`src/rtl/exec_muldiv_unit_if.sv`:
```
// EX-stage multiply/divide unit request/response bundle.
// The master drives the decoded instruction; the slave stalls and reports.
interface exec_muldiv_unit_if #(
    parameter int DATA_W = 32
);
    logic              i_valid;
    logic [3:0]        is_ALUop;
    logic [5:0]        i_func;
    logic [DATA_W-1:0] i_a;
    logic [DATA_W-1:0] i_b;
    logic              o_busy;
    logic              o_done;
    logic [DATA_W-1:0] o_result;
    logic              o_div_by_zero;

    modport master (
        output i_valid,
        output is_ALUop,
        output i_func,
        output i_a,
        output i_b,
        input  o_busy,
        input  o_done,
        input  o_result,
        input  o_div_by_zero
    );

    modport slave (
        input  i_valid,
        input  is_ALUop,
        input  i_func,
        input  i_a,
        input  i_b,
        output o_busy,
        output o_done,
        output o_result,
        output o_div_by_zero
    );
endinterface

```
`src/rtl/exec_muldiv_unit.sv`:
```
// Iterative HI/LO multiply/divide unit for the EX stage.
// Radix-2 shift-add multiply, restoring divide, one sign-fix cycle.
module exec_muldiv_unit #(
    parameter int DATA_W = 32,
    parameter int CNT_W  = 6
) (
    input logic              i_clk,
    input logic              i_rst_n,
    exec_muldiv_unit_if.slave bus
);

    localparam logic [5:0] F_MULT  = 6'b011000;
    localparam logic [5:0] F_MULTU = 6'b011001;
    localparam logic [5:0] F_DIV   = 6'b011010;
    localparam logic [5:0] F_DIVU  = 6'b011011;
    localparam logic [5:0] F_MFHI  = 6'b010000;
    localparam logic [5:0] F_MTHI  = 6'b010001;
    localparam logic [5:0] F_MTLO  = 6'b010011;

    localparam logic [CNT_W-1:0] LAST = CNT_W'(DATA_W - 1);

    typedef enum logic [2:0] {
        S_IDLE,
        S_MUL,
        S_DIV,
        S_FIX,
        S_DONE
    } state_t;

    state_t state_q;
    state_t state_d;

    logic [DATA_W-1:0] hi_q;
    logic [DATA_W-1:0] lo_q;
    logic [DATA_W-1:0] wh_q;
    logic [DATA_W-1:0] wl_q;
    logic [DATA_W-1:0] opd_q;
    logic [CNT_W-1:0]  cnt_q;
    logic              is_div_q;
    logic              neg_lo_q;
    logic              neg_hi_q;
    logic              dz_q;
    logic              dzp_q;

    logic              rtype;
    logic              is_mul;
    logic              is_div;
    logic              div_go;
    logic              dz_hit;
    logic              do_mthi;
    logic              do_mtlo;
    logic              sgn;
    logic              sa;
    logic              sb;
    logic [DATA_W-1:0] abs_a;
    logic [DATA_W-1:0] abs_b;

    logic [DATA_W:0]     msum;
    logic [DATA_W:0]     rsh;
    logic [DATA_W:0]     dif;
    logic [2*DATA_W-1:0] pneg;

    // Instruction decode; only an R-type in IDLE can start anything.
    always_comb begin
        rtype   = bus.i_valid && (bus.is_ALUop == 4'b0000)
                  && (state_q == S_IDLE);
        is_mul  = 1'b0;
        is_div  = 1'b0;
        do_mthi = 1'b0;
        do_mtlo = 1'b0;
        unique case (1'b1)
            (bus.i_func == F_MULT),
            (bus.i_func == F_MULTU): is_mul  = rtype;
            (bus.i_func == F_DIV),
            (bus.i_func == F_DIVU):  is_div  = rtype;
            (bus.i_func == F_MTHI):  do_mthi = rtype;
            (bus.i_func == F_MTLO):  do_mtlo = rtype;
            default: ;
        endcase
        dz_hit = is_div && (bus.i_b == '0);
        div_go = is_div && (bus.i_b != '0);
        // MULT and DIV have funct bit 0 clear; the U forms have it set.
        sgn    = ~bus.i_func[0];
        sa     = sgn && bus.i_a[DATA_W-1];
        sb     = sgn && bus.i_b[DATA_W-1];
        abs_a  = sa ? (~bus.i_a + 1'b1) : bus.i_a;
        abs_b  = sb ? (~bus.i_b + 1'b1) : bus.i_b;
    end

    // One iteration step of each algorithm plus the product negation.
    always_comb begin
        msum = {1'b0, wh_q} + (wl_q[0] ? {1'b0, opd_q} : '0);
        rsh  = {wh_q, wl_q[DATA_W-1]};
        dif  = rsh - {1'b0, opd_q};
        pneg = ~{wh_q, wl_q} + 1'b1;
    end

    // Control state register.
    always_ff @(posedge i_clk or negedge i_rst_n) begin
        if (!i_rst_n) begin
            state_q <= S_IDLE;
        end else begin
            state_q <= state_d;
        end
    end

    // Next-state logic.
    always_comb begin
        state_d = state_q;
        unique case (state_q)
            S_IDLE: begin
                if (is_mul) begin
                    state_d = S_MUL;
                end else if (div_go) begin
                    state_d = S_DIV;
                end
            end
            S_MUL:   if (cnt_q == LAST) state_d = S_FIX;
            S_DIV:   if (cnt_q == LAST) state_d = S_FIX;
            S_FIX:   state_d = S_DONE;
            S_DONE:  state_d = S_IDLE;
            default: state_d = S_IDLE;
        endcase
    end

    // Datapath: operand latch, iteration, sign fix and HI/LO commit.
    always_ff @(posedge i_clk or negedge i_rst_n) begin
        if (!i_rst_n) begin
            hi_q     <= '0;
            lo_q     <= '0;
            wh_q     <= '0;
            wl_q     <= '0;
            opd_q    <= '0;
            cnt_q    <= '0;
            is_div_q <= 1'b0;
            neg_lo_q <= 1'b0;
            neg_hi_q <= 1'b0;
        end else begin
            unique case (state_q)
                S_IDLE: begin
                    if (is_mul || div_go) begin
                        wh_q     <= '0;
                        wl_q     <= is_mul ? abs_b : abs_a;
                        opd_q    <= is_mul ? abs_a : abs_b;
                        cnt_q    <= '0;
                        is_div_q <= div_go;
                        neg_lo_q <= sa ^ sb;
                        neg_hi_q <= is_mul ? (sa ^ sb) : sa;
                    end
                    if (do_mthi) hi_q <= bus.i_a;
                    if (do_mtlo) lo_q <= bus.i_a;
                end
                S_MUL: begin
                    {wh_q, wl_q} <= {msum, wl_q[DATA_W-1:1]};
                    cnt_q        <= cnt_q + 1'b1;
                end
                S_DIV: begin
                    wh_q  <= dif[DATA_W] ? rsh[DATA_W-1:0]
                                         : dif[DATA_W-1:0];
                    wl_q  <= {wl_q[DATA_W-2:0], ~dif[DATA_W]};
                    cnt_q <= cnt_q + 1'b1;
                end
                S_FIX: begin
                    if (is_div_q) begin
                        if (neg_lo_q) wl_q <= ~wl_q + 1'b1;
                        if (neg_hi_q) wh_q <= ~wh_q + 1'b1;
                    end else if (neg_lo_q) begin
                        {wh_q, wl_q} <= pneg;
                    end
                end
                S_DONE: begin
                    hi_q <= wh_q;
                    lo_q <= wl_q;
                end
                default: ;
            endcase
        end
    end

    // Sticky divide-by-zero flag and its one-cycle completion pulse.
    always_ff @(posedge i_clk or negedge i_rst_n) begin
        if (!i_rst_n) begin
            dz_q  <= 1'b0;
            dzp_q <= 1'b0;
        end else begin
            if (dz_hit) dz_q <= 1'b1;
            dzp_q <= dz_hit;
        end
    end

    assign bus.o_busy        = (state_q != S_IDLE);
    assign bus.o_done        = (state_q == S_DONE) || dzp_q;
    assign bus.o_div_by_zero = dz_q;
    assign bus.o_result      = (bus.i_func == F_MFHI) ? hi_q : lo_q;

endmodule

```
`src/flat_wrapper.sv`:
```
// flat-port wrapper written by rule: the top's interface ports become plain ports
module exec_muldiv_unit_flat 
#(
    parameter int DATA_W = 32,
    parameter int CNT_W  = 6
)
  (i_clk, i_rst_n, bus_i_valid, bus_is_ALUop, bus_i_func, bus_i_a, bus_i_b, bus_o_busy, bus_o_done, bus_o_result, bus_o_div_by_zero);
  exec_muldiv_unit_if #(.DATA_W(DATA_W)) bus_i ();
  input logic i_clk;
  input logic i_rst_n;
  input wire logic [$bits(bus_i.i_valid)-1:0] bus_i_valid;
  input wire logic [$bits(bus_i.is_ALUop)-1:0] bus_is_ALUop;
  input wire logic [$bits(bus_i.i_func)-1:0] bus_i_func;
  input wire logic [$bits(bus_i.i_a)-1:0] bus_i_a;
  input wire logic [$bits(bus_i.i_b)-1:0] bus_i_b;
  output wire logic [$bits(bus_i.o_busy)-1:0] bus_o_busy;
  output wire logic [$bits(bus_i.o_done)-1:0] bus_o_done;
  output wire logic [$bits(bus_i.o_result)-1:0] bus_o_result;
  output wire logic [$bits(bus_i.o_div_by_zero)-1:0] bus_o_div_by_zero;
  assign bus_i.i_valid = bus_i_valid;
  assign bus_i.is_ALUop = bus_is_ALUop;
  assign bus_i.i_func = bus_i_func;
  assign bus_i.i_a = bus_i_a;
  assign bus_i.i_b = bus_i_b;
  assign bus_o_busy = bus_i.o_busy;
  assign bus_o_done = bus_i.o_done;
  assign bus_o_result = bus_i.o_result;
  assign bus_o_div_by_zero = bus_i.o_div_by_zero;
  exec_muldiv_unit #(.DATA_W(DATA_W), .CNT_W(CNT_W)) u_core (.i_clk(i_clk), .i_rst_n(i_rst_n), .bus(bus_i));
endmodule
```
`config.mk`:
```
export PLATFORM = sky130hd
export DESIGN_NAME = exec_muldiv_unit_flat
export DESIGN_NICKNAME = d
export VERILOG_FILES = /design/src/rtl/exec_muldiv_unit_if.sv /design/src/rtl/exec_muldiv_unit.sv /design/src/flat_wrapper.sv
export SDC_FILE = /design/constraint.sdc
export NUM_CORES = 1
export LEC_CHECK = 0
export BUFFER_PORTS_ARGS = -buffer_cell sky130_fd_sc_hd__buf_2
export CORE_MARGIN = 8
export CORE_UTILIZATION = 42
export CTS_CLUSTER_DIAMETER = 40
export DETAILED_ROUTE_END_ITERATION = 10
export GPL_TIMING_DRIVEN = 0
export HOLD_SLACK_MARGIN = 0.12
export PLACE_DENSITY = 0.64
export SLEW_MARGIN = 20
export SYNTH_ARGS = -nofsm -noshare
export SYNTH_HDL_FRONTEND = slang
export SYNTH_SLANG_ARGS = --single-unit
```
`constraint.sdc`:
```
create_clock -name i_clk -period 7.55 [get_ports i_clk]
set_clock_uncertainty 0.1 [all_clocks]
set_input_delay 1.1325 -clock i_clk [delete_from_list [all_inputs] [get_ports i_clk]]
set_output_delay 1.1325 -clock i_clk [all_outputs]
set_load 0.03 [all_outputs]
```
==> flow_summary.ini <==
[global_routing]
grt_usage_pct = 30.7
grt_pass1_wl_um = 104000
first_global_vias = 16700
grt-ovfl-total = 0
grt_max_degree = 70
antenna_found_initial = 3

[yosys]
yosys-top-cells-count = nand2_1 (247), nor2_1 (181), dfrtp_1 (174), o21ai_0 (171), a21oi_1 (128)
netlist_top_cells_area = dfrtp_1 (28%), nand2_1 (5.9%), ha_1 (5.5%)
yosysTopAreaCell = dfrtp_1
synth-seq-area-share_pct = 27.7
synth-seq-cells = 174
yosysMostFrequentCell = nand2_1
syn_nets = 2154
synth-async-reset-ratio_pct = 100
syn_avg_cell_area_um2 = 7.82
yosysTopAreaCellShare_pct = 27.7
yosysWarnings = 0
yosys_most_used_dff = dfrtp_1
synth_edf_count = 0
netlist_area_um2 = 15700
synth.distinct_cells = 82
synthCells = 2006

[sta]
period_share_pct = 68.7
report.final.setup_viol = 0
max_freq_mhz = 193
slew_violations = 0
tightest_slew_ns = 1.16
min_period_ns = 5.18
final_hold_viol_count = 0
slew_headroom_pct = 20.9
fin_setup_tns_ns = 0
rsz0062_at_grt = no

[detailed_routing]
vias = 17100
ant_nets = 0
drtIter0Drc = 2059
routed_via_density = 6.53
post_drt_wl_per_cell_um = 26.3
routed_wl_um = 69000
drc = 0
firstDrtPassIters = 9

[finish]
fillCellCount = 3722
fin_nets = 2284
area_delta_synth_final_pct = 11.5
fin_util_pct = 47.0
drive_gt1_share_pct = 10.3
stdcell_count = 2624

[run_status]
status = complete, no violations

[die]
num_io_pins = 112
die_area_um2 = 43800
rows = 71
start_util_pct = 42.2
fp.dieH_um = 209
core_area_um2 = 37200
die_x_um = 209

[hold_path]
worstHoldStart = u_core.bus.o_div_by_zero
min_path_type = reg2reg

[worst_setup_path]
worst_setup_path_end_kind = register
r2r_start = u_core.wl_q[31]
cp-start-kind = register
critPathLaunch = u_core.wl_q[31]
cp_data_arrival_time_ns = 5.40
worst_ep_required_time_ns = 7.77
criticalPathCategory = reg2reg
crit_fanout = 10

[place]
detailed_place_hpwl_um = 54400
place_inst = 2591
gp_congestion = 1.02
portBuffers = 107

[pwr]
p_leak_nw = 7.05
total_power_w = 0.00689
combPwrFrac_pct = 61.6
p_switching_w = 0.00369
pwr-share-clk_pct = 13.3
pwr-share-seq_pct = 25.0
swShare_pct = 53.6
vdd_drop_max_mv = 0.222
powerDensity_nw_per_um2 = 394
intPower_w = 0.00320

[clocking]
clk_path_buf_depth = 2
cts_hold_buffers = 0
cts_tree = built
cts.htree.levels = 4
cts_root_buffer = clkbuf_16
clock_sinks = 174
cts_made_buffers = 17
clk_pin_slew_ns = 0.08
cts_resized = 0
clkLatencyLatePin_ns = 0.46
postCtsSetupBuffers = 0

[run]
cap_violations = 0
-- area by class of cell --
| cell class | instances | area [µm²] | area share (%) |
|---|---|---|---|
| multi-input cells | 1641 | 10600 | 60.7 |
| flip-flops and latches | 174 | 4350 | 24.9 |
| repair buffers | 111 | 611 | 3.49 |
| well taps | 474 | 593 | 3.39 |
| plain buffers | 132 | 523 | 2.99 |
| clock buffers | 18 | 439 | 2.51 |
| inverters | 59 | 221 | 1.27 |
| clock inverters | 14 | 141 | 0.808 |
| diodes | 1 | 2.50 | 0.0143 |
-- kinds of logic (layout without fill, tap and decap cells) --
logic type | Yosys count | in the layout | share of synthesized area (%)
AND/OR/NAND/NOR | 670 | 670 | 20.1
AO/OA/AOI/OAI | 665 | 665 | 27.3
buffers and inverters | 191 | 334 | 4.74
flip-flops | 174 | 174 | 27.7
multiplexers | 121 | 121 | 8.00
XOR/XNOR | 114 | 114 | 6.36
adder cells (fa/ha/maj) | 71 | 71 | 5.76
other | 0 | 1 | 0
-- worst paths after layout --
| check | to | slack [ns] | cells after the start |
|---|---|---|---|
| hold reg to reg | u_core.bus.o_div_by_zero | 0.38 | 1 |
| hold / removal | u_core.bus.o_div_by_zero | 0.38 | 1 |
| max in group asynchronous | u_core.wh_q[19] | 5.86 | 3 |
| min in group asynchronous | u_core.lo_q[11] | 0.46 | 1 |
| setup reg to reg | u_core.wh_q[11] | 2.37 | 13 |
| setup / recovery | u_core.wh_q[11] | 2.37 | 13 |
-- flip-flops by register name (all words and copies together) (netlist names) --
| name | flops |
|---|---|
| u_core.bus.o_div_by_zero | 1 |
| u_core.dzp_q | 1 |
| u_core.lo_q | 32 |
| u_core.cnt_q | 6 |
| u_core.is_div_q | 1 |
| u_core.opd_q | 32 |
| u_core.wh_q | 32 |
| u_core.state_q | 3 |
| u_core.neg_hi_q | 1 |
| u_core.wl_q | 32 |
| u_core.hi_q | 32 |
| u_core.neg_lo_q | 1 |
-- cells in the final DEF, fill, tap and decap left out, types with 13 or more instances in the layout --
cell type	instances
nand2b_1	22
xnor2_1	61
nand2_1	247
or4_1	17
a211oi_1	21
o21bai_1	15
ha_1	69
mux2i_1	85
inv_1	58
nor2_1	181
a31oi_1	25
dfrtp_1	174
o31ai_1	20
and3_1	13
clkbuf_1	110
xor2_1	53
o211ai_1	42
nor4_1	20
o221ai_1	32
or3_1	26
o21ai_1	45
mux2_2	36
a21oi_1	128
nand3_1	18
a21o_1	42
clkbuf_16	17
o21ai_0	170
nor3_1	55
buf_2	118
-- stage by stage --
step,hold WS (ns),area [µm²],setup slack [ns]
detailed placement,0.358,16900,2.52
CTS,0.376,17500,2.50
global route,0.389,17500,2.22
global placement,0.354,16800,2.21
floorplan,0.344,15700,3.93
finish,0.379,17500,2.37
-- power groups by stage --
stage,combinational (W),sequential (W),clock (W)
2_1_floorplan,0.00289,0.00153,0
3_3_place_gp,0.00407,0.00170,0
3_5_place_dp,0.00412,0.00171,0
4_1_cts,0.00414,0.00170,0.000917
5_1_grt,0.00456,0.00175,0.000951
6_report,0.00425,0.00173,0.000918
-- metal layers --
metal,GRT usage (%),routed length [µm],part of all wire (%)
met3,6.76,7360,11
met5,0,35,0.051
met1,39.3,27600,40
met4,15.7,3880,5.6
met2,48.0,30200,44
-- worst max-delay path, cell delays in order (launching register included) --
cell	delay, ns
dfrtp_1	0.53
inv_1	0.09
ha_1	0.24
fa_1	0.41
nand2b_1	0.25
a211o_1	0.35
a21oi_1	0.38
o211ai_1	0.32
and4_1	0.33
nor3_1	0.75
buf_2	0.50
buf_4	0.35
mux2i_1	0.28
o221ai_1	0.15
No activity file was read; power rests on OpenSTA's default activity.
